`src/rtl/bp_pht_update_arbiter.sv`:
```
// Update-port scheduler for the shared 2-bit counter table: sweeps a full clear,
// then drains per-requester update FIFOs round-robin into the single write port.
module bp_pht_update_arbiter #(
  parameter int INDEX  = 12,
  parameter int DEPTH  = 4,
  parameter int DROP_W = 8
) (
  input  logic              clk,
  input  logic              reset,
  input  logic              stall,
  input  logic              clr_req,
  input  logic              g_valid,
  input  logic [INDEX-1:0]  g_idx,
  input  logic              g_taken,
  input  logic              l_valid,
  input  logic [INDEX-1:0]  l_idx,
  input  logic              l_taken,
  output logic              pht_we,
  output logic              pht_clr,
  output logic [INDEX-1:0]  pht_idx,
  output logic              pht_up_down,
  output logic              busy,
  output logic              g_full,
  output logic              l_full,
  output logic [DROP_W-1:0] g_drops,
  output logic [DROP_W-1:0] l_drops
);

  localparam int PW = $clog2(DEPTH);
  localparam int CW = PW + 1;

  typedef enum logic {ST_CLEAR, ST_RUN} state_t;

  state_t             state_reg;
  logic [INDEX-1:0]   clr_idx_reg;
  logic               rr_reg;         // 0 = global side served next on contention
  logic               busy_reg;
  logic               pht_we_reg;
  logic               pht_clr_reg;
  logic [INDEX-1:0]   pht_idx_reg;
  logic               pht_up_down_reg;

  // Requester 0 = global predictor, requester 1 = local predictor.
  logic [1:0]         in_valid;
  logic [1:0]         in_taken;
  logic [INDEX-1:0]   in_idx [2];
  logic [1:0]         not_empty;
  logic [1:0]         deq;
  logic [1:0]         full_w;
  logic [1:0]         head_taken;
  logic [INDEX-1:0]   head_idx [2];
  logic [DROP_W-1:0]  drops_w [2];
  logic               active;
  logic               sel;

  assign in_valid  = {l_valid, g_valid};
  assign in_taken  = {l_taken, g_taken};
  assign in_idx[0] = g_idx;
  assign in_idx[1] = l_idx;

  // Stall freezes everything; clr_req flushes instead of enqueuing/dequeuing.
  assign active = !stall && !clr_req;

  always_comb begin
    deq = 2'b00;
    if (active && state_reg == ST_RUN) begin
      if (not_empty == 2'b11) begin
        deq[rr_reg] = 1'b1;
      end else begin
        deq = not_empty;
      end
    end
  end

  assign sel = deq[1];

  genvar gi;
  generate
    for (gi = 0; gi < 2; gi++) begin : g_fifo
      logic [INDEX:0]      mem [DEPTH];
      logic [PW-1:0]       wr_ptr_reg;
      logic [PW-1:0]       rd_ptr_reg;
      logic [CW-1:0]       count_reg;
      logic [CW-1:0]       count_next;
      logic                full_reg;
      logic [DROP_W-1:0]   drops_reg;
      logic                enq;

      // A full FIFO still accepts when its head leaves on the same edge.
      always_comb begin
        enq        = in_valid[gi] && ((count_reg < CW'(DEPTH)) || deq[gi]);
        count_next = count_reg + CW'(enq) - CW'(deq[gi]);
      end

      always_ff @(posedge clk) begin
        if (active && enq) begin
          mem[wr_ptr_reg] <= {in_taken[gi], in_idx[gi]};
        end
      end

      always_ff @(posedge clk or negedge reset) begin
        if (!reset) begin
          wr_ptr_reg <= '0;
          rd_ptr_reg <= '0;
          count_reg  <= '0;
          full_reg   <= 1'b0;
          drops_reg  <= '0;
        end else if (!stall) begin
          if (clr_req) begin
            wr_ptr_reg <= '0;
            rd_ptr_reg <= '0;
            count_reg  <= '0;
            full_reg   <= 1'b0;
          end else begin
            if (enq) begin
              wr_ptr_reg <= wr_ptr_reg + 1'b1;
            end
            if (deq[gi]) begin
              rd_ptr_reg <= rd_ptr_reg + 1'b1;
            end
            count_reg <= count_next;
            full_reg  <= (count_next == CW'(DEPTH));
            if (in_valid[gi] && !enq && drops_reg != {DROP_W{1'b1}}) begin
              drops_reg <= drops_reg + 1'b1;
            end
          end
        end
      end

      assign not_empty[gi]                  = (count_reg != '0);
      assign full_w[gi]                     = full_reg;
      assign drops_w[gi]                    = drops_reg;
      assign {head_taken[gi], head_idx[gi]} = mem[rd_ptr_reg];
    end
  endgenerate

  always_ff @(posedge clk or negedge reset) begin
    if (!reset) begin
      state_reg       <= ST_CLEAR;
      clr_idx_reg     <= '0;
      rr_reg          <= 1'b0;
      busy_reg        <= 1'b0;
      pht_we_reg      <= 1'b0;
      pht_clr_reg     <= 1'b0;
      pht_idx_reg     <= '0;
      pht_up_down_reg <= 1'b0;
    end else if (stall) begin
      pht_we_reg  <= 1'b0;
      pht_clr_reg <= 1'b0;
    end else if (clr_req) begin
      state_reg   <= ST_CLEAR;
      clr_idx_reg <= '0;
      busy_reg    <= 1'b1;
      pht_we_reg  <= 1'b0;
      pht_clr_reg <= 1'b0;
    end else begin
      case (state_reg)
        ST_CLEAR: begin
          pht_we_reg  <= 1'b1;
          pht_clr_reg <= 1'b1;
          pht_idx_reg <= clr_idx_reg;
          clr_idx_reg <= clr_idx_reg + 1'b1;
          // busy falls on the same edge that issues the last clear write.
          if (clr_idx_reg == {INDEX{1'b1}}) begin
            state_reg <= ST_RUN;
            busy_reg  <= 1'b0;
          end else begin
            busy_reg  <= 1'b1;
          end
        end
        default: begin
          pht_clr_reg <= 1'b0;
          if (deq != 2'b00) begin
            pht_we_reg      <= 1'b1;
            pht_idx_reg     <= head_idx[sel];
            pht_up_down_reg <= head_taken[sel];
            if (not_empty == 2'b11) begin
              rr_reg <= ~rr_reg;
            end
          end else begin
            pht_we_reg <= 1'b0;
          end
        end
      endcase
    end
  end

  assign pht_we      = pht_we_reg;
  assign pht_clr     = pht_clr_reg;
  assign pht_idx     = pht_idx_reg;
  assign pht_up_down = pht_up_down_reg;
  assign busy        = busy_reg;
  assign g_full      = full_w[0];
  assign l_full      = full_w[1];
  assign g_drops     = drops_w[0];
  assign l_drops     = drops_w[1];

endmodule

```
`config.mk`:
```
export PLATFORM = sky130hd
export DESIGN_NAME = bp_pht_update_arbiter
export DESIGN_NICKNAME = d
export VERILOG_FILES = /design/src/rtl/bp_pht_update_arbiter.sv
export SDC_FILE = /design/constraint.sdc
export NUM_CORES = 1
export LEC_CHECK = 0
export CORE_UTILIZATION = 35
export DETAILED_ROUTE_END_ITERATION = 8
export PLACE_DENSITY = 0.63
export SETUP_SLACK_MARGIN = 0.05
export SLEW_MARGIN = 40
export SYNTH_ARGS = -nofsm -noshare
export SYNTH_HDL_FRONTEND = slang
export SYNTH_SLANG_ARGS = --single-unit
```
`constraint.sdc`:
```
create_clock -name clk -period 2.95 [get_ports clk]
set_input_delay 0.885 -clock clk [delete_from_list [all_inputs] [get_ports clk]]
set_output_delay 0.885 -clock clk [all_outputs]
set_load 0.05 [all_outputs]
```
==> results of run 1 <==
stage by stage:
| stage | setup WS [ns] | total power, mW | cell area (um2) | setup TNS (ns) |
|---|---|---|---|---|
| after floorplan | -0.296 | 3.28 | 7400 | -0.520 |
| after global placement | -0.674 | 3.62 | 8620 | -6.16 |
| after detailed placement | -0.751 | 3.65 | 8620 | -8.26 |
| after CTS | 0.0552 | 5.78 | 9190 | 0 |
| after global routing | 0.00765 | 5.99 | 9210 | 0 |
| final | 0.0658 | 5.75 | 9210 | 0 |
per-layer routing:
layer	share of wire, %	up-vias	global-route usage (%)
met5	0	-	0
met4	2.1	0	5.73
met3	5.0	31	4.01
met2	48	132	24.4
met1	45	2286	21.1
li1	-	2153	-
path summary, 6_finish.rpt:
check	startpoint	end	slack, ns	cells after the start
setup / recovery	clr_req	g_full$_DFFE_PN0N_	0.07	12
hold / removal	reset	clr_idx_reg[10]$_DFFE_PN0P_	0.41	1
setup reg to reg	g_fifo[1].count_reg[1]$_DFFE_PN0N_	g_full$_DFFE_PN0N_	0.13	11
hold reg to reg	g_full$_DFFE_PN0N_	g_full$_DFFE_PN0N_	0.50	2
max in group asynchronous	reset	l_drops[5]$_DFFE_PN0P_	1.84	2
min in group clk	g_full$_DFFE_PN0N_	g_full$_DFFE_PN0N_	0.50	2
cell usage in the layout (no fill, tap or decap), types with 15 or more instances in the layout:
| master | instances |
|---|---|
| buf_4 | 31 |
| clkbuf_16 | 17 |
| clkdlybuf4s50_1 | 62 |
| dfrtp_1 | 62 |
| edfxtp_1 | 104 |
| mux4_2 | 26 |
| nand2_1 | 41 |
| nor2_1 | 15 |
| o21ai_1 | 27 |
cells by family after synthesis:
kind of cell	synth area share [%]
buffers and inverters	2.83
flip-flops	63.8
AO/OA/AOI/OAI	10.3
adder cells (fa/ha/maj)	3.11
XOR/XNOR	2.03
AND/OR/NAND/NOR	8.92
multiplexers	9.03
timing repair:
action,4_1_cts,5_1_grt
pin swaps,5,1
resized for setup,9,2
buffers inserted,1,1
endpoints found under the setup margin,6,2
power groups by stage:
stage / Sequential [mW] / Clock [mW] / Combinational [mW]
2_1_floorplan: 2.89 / 0 / 0.390
3_3_place_gp: 2.78 / 0 / 0.842
3_5_place_dp: 2.78 / 0 / 0.864
4_1_cts: 2.74 / 2.16 / 0.884
5_1_grt: 2.76 / 2.26 / 0.965
6_report: 2.74 / 2.12 / 0.893
area by class of cell:
class,instances,area (um2)
Tap cell,270,338
Inverter,21,78.8
Fill cell,1757,11200
Timing Repair Buffer,104,1040
Multi-Input combinational cell,295,2510
Clock buffer,17,425
Sequential cell,166,4670
Clock inverter,15,143
worst max-delay path, stage by stage:
cell and delay [ns]:
buf_6 0.09, or3b_4 0.41, o21ai_2 0.15, and2_4 0.16
inv_2 0.04, ha_4 0.20, inv_2 0.06, ha_4 0.11
inv_2 0.04, fa_2 0.53, or4b_1 0.43, o21ai_1 0.13
==> results.tsv, run 1 <==
metric	value	unit
Hold Path Class	input port to async pin	
H-Tree Depth	4	
count of final hold-check violations	0	
Largest register FFs	104	
Synth Flop Type	edfxtp_1	
initial antenna violation count	0	
Routed Antenna Nets	0	
Final Core Density	45.2	%
final setup violation count	0	
Slew headroom	45.8	%
max_cap viols	0	
Syn-to-layout area delta	25.6	%
largest net degree at the start of global routing	30	
part of the power in registers	47.6	%
Worst Tran Pin Value	0.813	ns
DR vias	4602	
Hold Buf Count CTS	0	
die height	147	um
WL/cell	17.9	um
worst hold margin	0.411	ns
TritonCTS clock tree	built	
Syn. warnings	0	
Clock power frac	36.8	%
Net Sw Frac	27.6	%
n_diodes	0	
post-synth cell types	61	
outcome	finished clean	
fraction of registers with async set/reset	37.3	%
port buffer count	65	
Cell Int Power	4.16	mW
switching pwr	1.59	mW
Clock Sink Count	166	
count leader, synth	edfxtp_1	
skew final	0.00811	ns
placed wire-length estimate	11.1	mm
Comb power frac	15.5	%
vias in the first global route	4701	
worst setup path class	input port to flip-flop	
Core Box Area	20400	um2
Num CTS Buffers	17	
Post-Place Cells	854	
Fmax	347	MHz
number of synthesized flops with an enable pin	104	
P_leak	3.37	nW
crit-path max FO	3	
crit end category	flip-flop	
first-pass GRT wire length	25.8	mm
peak supply drop	312	uV
Die ar.	21500	um2
all-layer global routing usage	15.7	%
#FFs+latches synth	166	
Avg Cell Area, Syn	14.4	um2
Arrival @ worst endpoint	3.24	ns
CTS max path bufs	2	
WL final	15.9	mm
power density cells	624	nW/um2
Gate Count Post-Synth	510	
RD Place Congestion	0.849	
Final Instance Count excl. Fillers	888	
post-synth top area cell	edfxtp_1	
DR pass1 iterations	4	
Post-Syn Area	7330	um2
final worst path period need	2.88	ns
Via density	5.18	
DR iter-0 viols	382	
CP Data Required Time	3.30	ns
syn nets	559	
post-synth top area share	42.6	%
top cells by count, synth	edfxtp_1 (104), dfrtp_1 (62), nand2_1 (41)	
max-slew violations	0	
RSZ-0062 raised after global routing	true	
critical path launch point type	input port	
Die W	147	um
initial core utilization	36.0	%
Final period util	97.8	%
layout cells sized above 1	20.1	%
num rows	52	
Congestion Overflow GR	0	
DRC Markers	0	
io pins	66	
Clk Latency, worst-skew pair	0.43	ns
Area contributors post-synth	edfxtp_1 (43%), dfrtp_1 (21%), mux4_2 (8.0%)	
NumNets Final	654	
clock-pin slew on the worst setup and hold paths	0.07	ns
register area share after synthesis	63.8	%
CTS root buf	clkbuf_16	
Power figures use the tool's default switching activity.
==> inputs of run 2 (changes only) <==
Settings changed: DONT_BUFFER_PORTS set to 1, PLACE_DENSITY 0.63 to 0.59.
==> run 2 against run 1 <==
Cell count shrank 9.2%. Fmax grew 2.7%. Critical path depth shrank 1. Highest routed layer unchanged.
==> results.tsv, run 2 (synthesized netlist as in run 1, its figures left out) <==
metric	value	unit	change
Slew headroom	52.7	%	+6.9 points
vias in the first global route	4437		-5.6%
Top Metal Used	met4		
Multi-input gate area	2500	um2	-0.30%
Via density	5.28		+1.9%
R2R setup slack	0.14	ns	about the same
Net Sw Frac	26.6	%	-0.99 points
layout cells sized above 1	19.2	%	-0.85 points
DR pass1 iterations	5		+1
DRC Markers	0		unchanged
DR iter-0 viols	372		-2.6%
first-pass GRT wire length	24.9	mm	-3.5%
critical path launch point type	input port		
Clock Sink Count	166		unchanged
P_leak	3.02	nW	-10%
max_cap viols	0		unchanged
PnR Total Power	5.45	mW	-5.3%
switching pwr	1.45	mW	-8.6%
final setup violation count	0		unchanged
Hold Buf Count CTS	0		unchanged
die height	147	um	unchanged
n_diodes	0		unchanged
RR Endpoint	g_full$_DFFE_PN0N_		
DR WL met2	7.89	mm	+3.6%
Comb power frac	10.1	%	-5.4 points
Largest register FFs	104		unchanged
Fmax	356	MHz	+2.7%
part of the power in registers	52.8	%	+5.2 points
CP startpoint	stall		
Cell Int Power	4.00	mW	-4.0%
count of final hold-check violations	0		unchanged
most frequent cells in the layout	edfxtp_1 (104), dfrtp_1 (61), nand2_1 (41)		
WL/cell	19.0	um	+6.2%
Num CTS Buffers	17		unchanged
CP Data Required Time	3.31	ns	about the same
Routed Antenna Nets	0		unchanged
Critical R2R Launch	g_fifo[1].count_reg[1]$_DFFE_PN0N_		
# fillers	1847		+5.1%
TritonCTS clock tree	built		
RSZ-0062 raised after global routing	true		
skew final	0.0214	ns	+0.0133 ns
Core Box Area	20400	um2	unchanged
largest net degree at the start of global routing	63		+110%
Syn-to-layout area delta	13.5	%	
worst setup path class	input port to flip-flop		
Post-DP Area	7780	um2	-9.7%
outcome	finished clean		
Die W	147	um	unchanged
fin area	8330	um2	-9.6%
clock-pin slew on the worst setup and hold paths	0.06	ns	about the same
WL final	15.4	mm	-3.6%
crit-path max FO	31		+28
Die ar.	21500	um2	unchanged
Arrival @ worst endpoint	3.16	ns	-0.08 ns
final worst path period need	2.81	ns	-0.0761 ns
RD Place Congestion	0.803		-5.3%
CTS root buf	clkbuf_16		
all-layer global routing usage	15.3	%	-0.33 points
initial antenna violation count	0		unchanged
H-Tree Depth	4		unchanged
DR vias	4255		-7.5%
Congestion Overflow GR	0		unchanged
num rows	52		unchanged
peak supply drop	297	uV	-4.7%
WL met3	897	um	+13%
Final period util	95.2	%	-2.6 points
Hold Path Class	input port to async pin		
Worst Tran Pin Value	0.710	ns	-0.103 ns
R2R depth	11		unchanged
crit end category	flip-flop		
NumNets Final	575		-12%
port buffer count	0		-100%
placed wire-length estimate	10.8	mm	-3.0%
Clock power frac	37.2	%	+0.4 points
CTS max path bufs	2		unchanged
DRT met1 WL	6.47	mm	-9.8%
power density cells	654	nW/um2	+4.8%
commonest non-fill, non-tap cell in the layout	edfxtp_1		
max-slew violations	0		unchanged
Setup crit end	g_full$_DFFE_PN0N_		
initial core utilization	36.0	%	unchanged
Reg area	4680	um2	about the same
Clk Latency, worst-skew pair	0.43	ns	about the same
io pins	66		unchanged
[run 2: worst min-delay path by stage]
stage,startpoint,to,slack [ns],cells after the start
after floorplan,clr_idx_reg[0]$_DFFE_PN0P_,clr_idx_reg[0]$_DFFE_PN0P_,0.48,1
after global placement,clr_idx_reg[2]$_DFFE_PN0P_,clr_idx_reg[2]$_DFFE_PN0P_,0.53,1
after detailed placement,clr_idx_reg[10]$_DFFE_PN0P_,clr_idx_reg[10]$_DFFE_PN0P_,0.53,1
after CTS,reset,pht_idx[3]$_DFFE_PN0P_,0.13,0
after global routing,reset,pht_idx[3]$_DFFE_PN0P_,0.12,0
final,reset,pht_idx[3]$_DFFE_PN0P_,0.16,0
[run 2: worst max-delay path: stages]
cell and delay [ns]:
or3b_4 0.40, o21ai_2 0.17, and2_4 0.17, inv_2 0.04, ha_4 0.20, inv_2 0.06, ha_4 0.12, inv_2 0.03
fa_2 0.52, or4b_1 0.42, o21ai_1 0.15
[run 2: timing repair]
| action | 4_1_cts | 5_1_grt |
|---|---|---|
| setup buffers | 0 | 0 |
| endpoints found under the setup margin | 0 | 2 |
| resized for setup | 0 | 3 |
[run 2: metal layers]
metal | vias to the layer above | track usage [%]
met2 | 101 | 25.5
li1 | 1994 | -
met5 | - | 0
met1 | 2154 | 19.0
met4 | 0 | 4.84
met3 | 6 | 4.75
[run 2: stage by stage]
stage	cells	worst slack, ns	TNS (ns)	utilization (%)	hold slack, ns
floorplan	510	-0.296	-0.520	-	0.475
global placement	777	-0.226	-0.226	38.2	0.528
detailed placement	777	-0.285	-0.331	38.2	0.529
CTS	806	0.136	0	40.8	0.134
global route	806	0.0401	0	40.9	0.124
finish	806	0.142	0	40.9	0.158
[run 2: power groups by stage]
stage	Combinational, mW	Clock (mW)	Sequential [mW]
floorplan	0.390	0	2.89
global placement	0.528	0	2.91
detailed placement	0.542	0	2.92
CTS	0.550	2.08	2.88
global route	0.614	2.17	2.89
finish	0.548	2.02	2.87
[run 2: area by class of cell]
class | instances | share of cell area [%]
inverter | 21 | 0.947
sequential | 166 | 56.2
tap | 270 | 4.06
multi-input combinational | 295 | 30.1
clock inverter | 10 | 1.22
clock buffer | 19 | 5.20
timing repair buffer | 25 | 2.34
==> inputs of run 3 (changes only) <==
Settings changed: ABC_AREA set to 1, CORE_UTILIZATION 35 to 57, PLACE_DENSITY 0.59 to 0.83.
==> run 3 against run 2 <==
Via count grew 26%. Register-to-register slack gained 0.34 ns. Critical path type unchanged. Worst hold slack lost 0.0070 ns. Clock-buffer cell count grew 5. Cell count grew 20%.
==> results.tsv, run 3 <==
metric	value	unit	change
WL final	15.3	mm	-0.12%
Reg area	4670	um2	about the same
crit end category	flip-flop		
slowest stage cell, crit path	fa_1		
Post-Place Cells	933		+20%
Largest register FFs	104		unchanged
P_leak	3.57	nW	+18%
DRC Markers	0		unchanged
Core Box Area	12800	um2	-37%
Critical R2R Launch	g_fifo[0].count_reg[1]$_DFFE_PN0N_		
Fmax	400	MHz	+12%
initial core utilization	59.3	%	+23 points
Clock Sink Count	166		unchanged
DR iter-0 viols	557		+50%
num rows	41		-21%
io pins	66		unchanged
port buffer count	0		unchanged
die height	117	um	-20%
setup bufs post-CTS	0		unchanged
Worst Tran Pin Value	0.626	ns	-0.0840 ns
outcome	finished clean		
commonest non-fill, non-tap cell in the layout	nand2_1		
Via density	5.56		+5.4%
Post-Syn Area	7600	um2	+3.7%
Die ar.	13800	um2	-36%
post-synth top area cell	edfxtp_1		
critical path launch point type	input port		
crit-path max FO	5		-84%
setup TNS	0	ns	unchanged
H-Tree Depth	4		unchanged
RR Endpoint	l_full$_DFFE_PN0N_		
CP Data Required Time	3.26	ns	-0.05 ns
DR vias	5368		+26%
Cell Int Power	4.38	mW	+9.5%
register area share after synthesis	61.5	%	-2.3 points
NumNets Final	829		+44%
post-synth top area share	41.1	%	-1.5 points
placed wire-length estimate	10.3	mm	-5.1%
peak supply drop	416	uV	+40%
DR pass1 iterations	5		unchanged
Area contributors post-synth	edfxtp_1 (41%), dfrtp_1 (20%), nand2_1 (11%)		
#FFs+latches synth	166		unchanged
Hold Path Class	input port to async pin		
post-synth cell types	37		-39%
Clk Latency, worst-skew pair	0.43	ns	about the same
R2R depth	14		+3
critical-path cell list	inv_1 > nand2_8 > nor2_8 > nand3_2 > nand2_2 > nand2_1 > ha_1 > inv_1 > ha_1 > inv_1 > fa_1 > o21ai_0 > a21o_1 > o21ai_0		
Gate Count Post-Synth	769		+51%
RSZ-0062 raised after global routing	false		
final worst path period need	2.50	ns	-0.309 ns
Syn-to-layout area delta	9.96	%	
Critical Path Max Stage Delay	0.37	ns	-0.15 ns
Crit path top cell by count	inv_1		
number of synthesized flops with an enable pin	104		unchanged
Avg Cell Area, Syn	9.89	um2	-31%
Syn. warnings	0		unchanged
clock-pin slew on the worst setup and hold paths	0.06	ns	about the same
Arrival @ worst endpoint	2.81	ns	-0.35 ns
# fillers	908		-51%
Post-CTS Resized	0		unchanged
Hold Buf Count CTS	0		unchanged
vias in the first global route	5288		+19%
top cells by count, synth	nand2_1 (223), edfxtp_1 (104), inv_1 (79)		
Final period util	84.7	%	-10 points
Net Sw Frac	35.1	%	+8.4 points
RD Place Congestion	0.852		+6.0%
part of the power in registers	50.8	%	-2.0 points
syn nets	818		+46%
Congestion Overflow GR	0		unchanged
largest net degree at the start of global routing	63		unchanged
Synth Flop Type	edfxtp_1		
Clock power frac	31.6	%	-5.6 points
most frequent cells in the layout	nand2_1 (223), edfxtp_1 (104), inv_1 (79)		
skew final	0.00706	ns	-0.0143 ns
switching pwr	2.36	mW	+63%
Routed Antenna Nets	0		unchanged
TritonCTS clock tree	built		
Multi-input gate area	2440	um2	-2.5%
WL/cell	15.9	um	-17%
layout cells sized above 1	8.07	%	-11 points
fraction of registers with async set/reset	37.3	%	unchanged
first-pass GRT wire length	25.5	mm	+2.4%
count of final hold-check violations	0		unchanged
CP startpoint	clr_req		
worst setup path class	input port to flip-flop		
n_diodes	0		unchanged
all-layer global routing usage	23.6	%	+8.3 points
CTS max path bufs	2		unchanged
count leader, synth	nand2_1		
Comb power frac	17.6	%	+7.5 points
Final Instance Count excl. Fillers	965		+20%
power density cells	806	nW/um2	+23%
Setup crit end	g_full$_DFFE_PN0N_		
max_cap viols	0		unchanged
CTS root buf	clkbuf_16		
R2R setup slack	0.48	ns	+0.34 ns
max-slew violations	0		unchanged
initial antenna violation count	0		unchanged
final setup violation count	0		unchanged
Num CTS Buffers	17		unchanged
Die W	117	um	-20%
Slew headroom	58.3	%	+5.6 points
run 3: layer usage:
layer	vias up	track usage, %	share of wire, %
met5	-	0	0
met4	0	9.29	2.0
met3	31	6.69	8.2
met2	220	38.5	50
met1	2555	29.9	40
li1	2562	-	-
run 3: power by group through the flow:
stage,sequential (mW),clock [mW],combinational (mW)
2_1_floorplan,3.39,0,0.915
3_3_place_gp,3.45,0,1.10
3_5_place_dp,3.47,0,1.16
4_1_cts,3.42,2.14,1.17
5_1_grt,3.46,2.23,1.34
6_report,3.42,2.13,1.18
run 3: worst min-delay path by stage:
| stage | slack, ns | depth (start not counted) | endpoint | startpoint |
|---|---|---|---|---|
| floorplan | 0.49 | 2 | g_fifo[0].wr_ptr_reg[1]$_DFFE_PN0P_ | g_fifo[0].wr_ptr_reg[1]$_DFFE_PN0P_ |
| global placement | 0.51 | 2 | g_fifo[0].wr_ptr_reg[1]$_DFFE_PN0P_ | g_fifo[0].wr_ptr_reg[1]$_DFFE_PN0P_ |
| detailed placement | 0.53 | 2 | clr_idx_reg[11]$_DFFE_PN0P_ | clr_idx_reg[11]$_DFFE_PN0P_ |
| CTS | 0.13 | 0 | pht_idx[4]$_DFFE_PN0P_ | reset |
| global route | 0.14 | 0 | l_drops[1]$_DFFE_PN0P_ | reset |
| finish | 0.15 | 0 | l_drops[1]$_DFFE_PN0P_ | reset |
run 3: area by class of cell:
type,count,area share [%]
Sequential cell,166,55.9
Multi-Input combinational cell,490,29.2
Clock buffer,24,5.52
Inverter,88,4.07
Tap cell,172,2.57
Timing Repair Buffer,17,1.53
Clock inverter,8,1.21
run 3: per-stage QoR:
step	total power, mW	utilization [%]	area (um2)	hold slack [ns]	worst slack, ns
final	6.74	65.2	8360	0.151	0.450
after global routing	7.03	65.2	8360	0.137	0.244
after CTS	6.74	65.2	8360	0.134	0.459
after detailed placement	4.63	60.8	7800	0.529	0.0231
after global placement	4.56	60.8	7800	0.509	0.146
after floorplan	4.30	-	7600	0.490	0.0750
run 3: worst max-delay path: cells and delay by family:
kind,cells,cell delay (ns)
adders and majority gates,3,0.79
buffers and inverters,3,0.28
AOI/OAI and AO/OA,3,0.37
and+or+nand+nor,5,0.47
run 3: logic make-up after synthesis:
group,Yosys count,synth area share [%]
XOR/XNOR,16,1.84
flip-flops,166,61.5
buffers and inverters,113,6.43
adder cells (fa/ha/maj),17,2.99
AND/OR/NAND/NOR,359,20.4
AO/OA/AOI/OAI,98,6.86
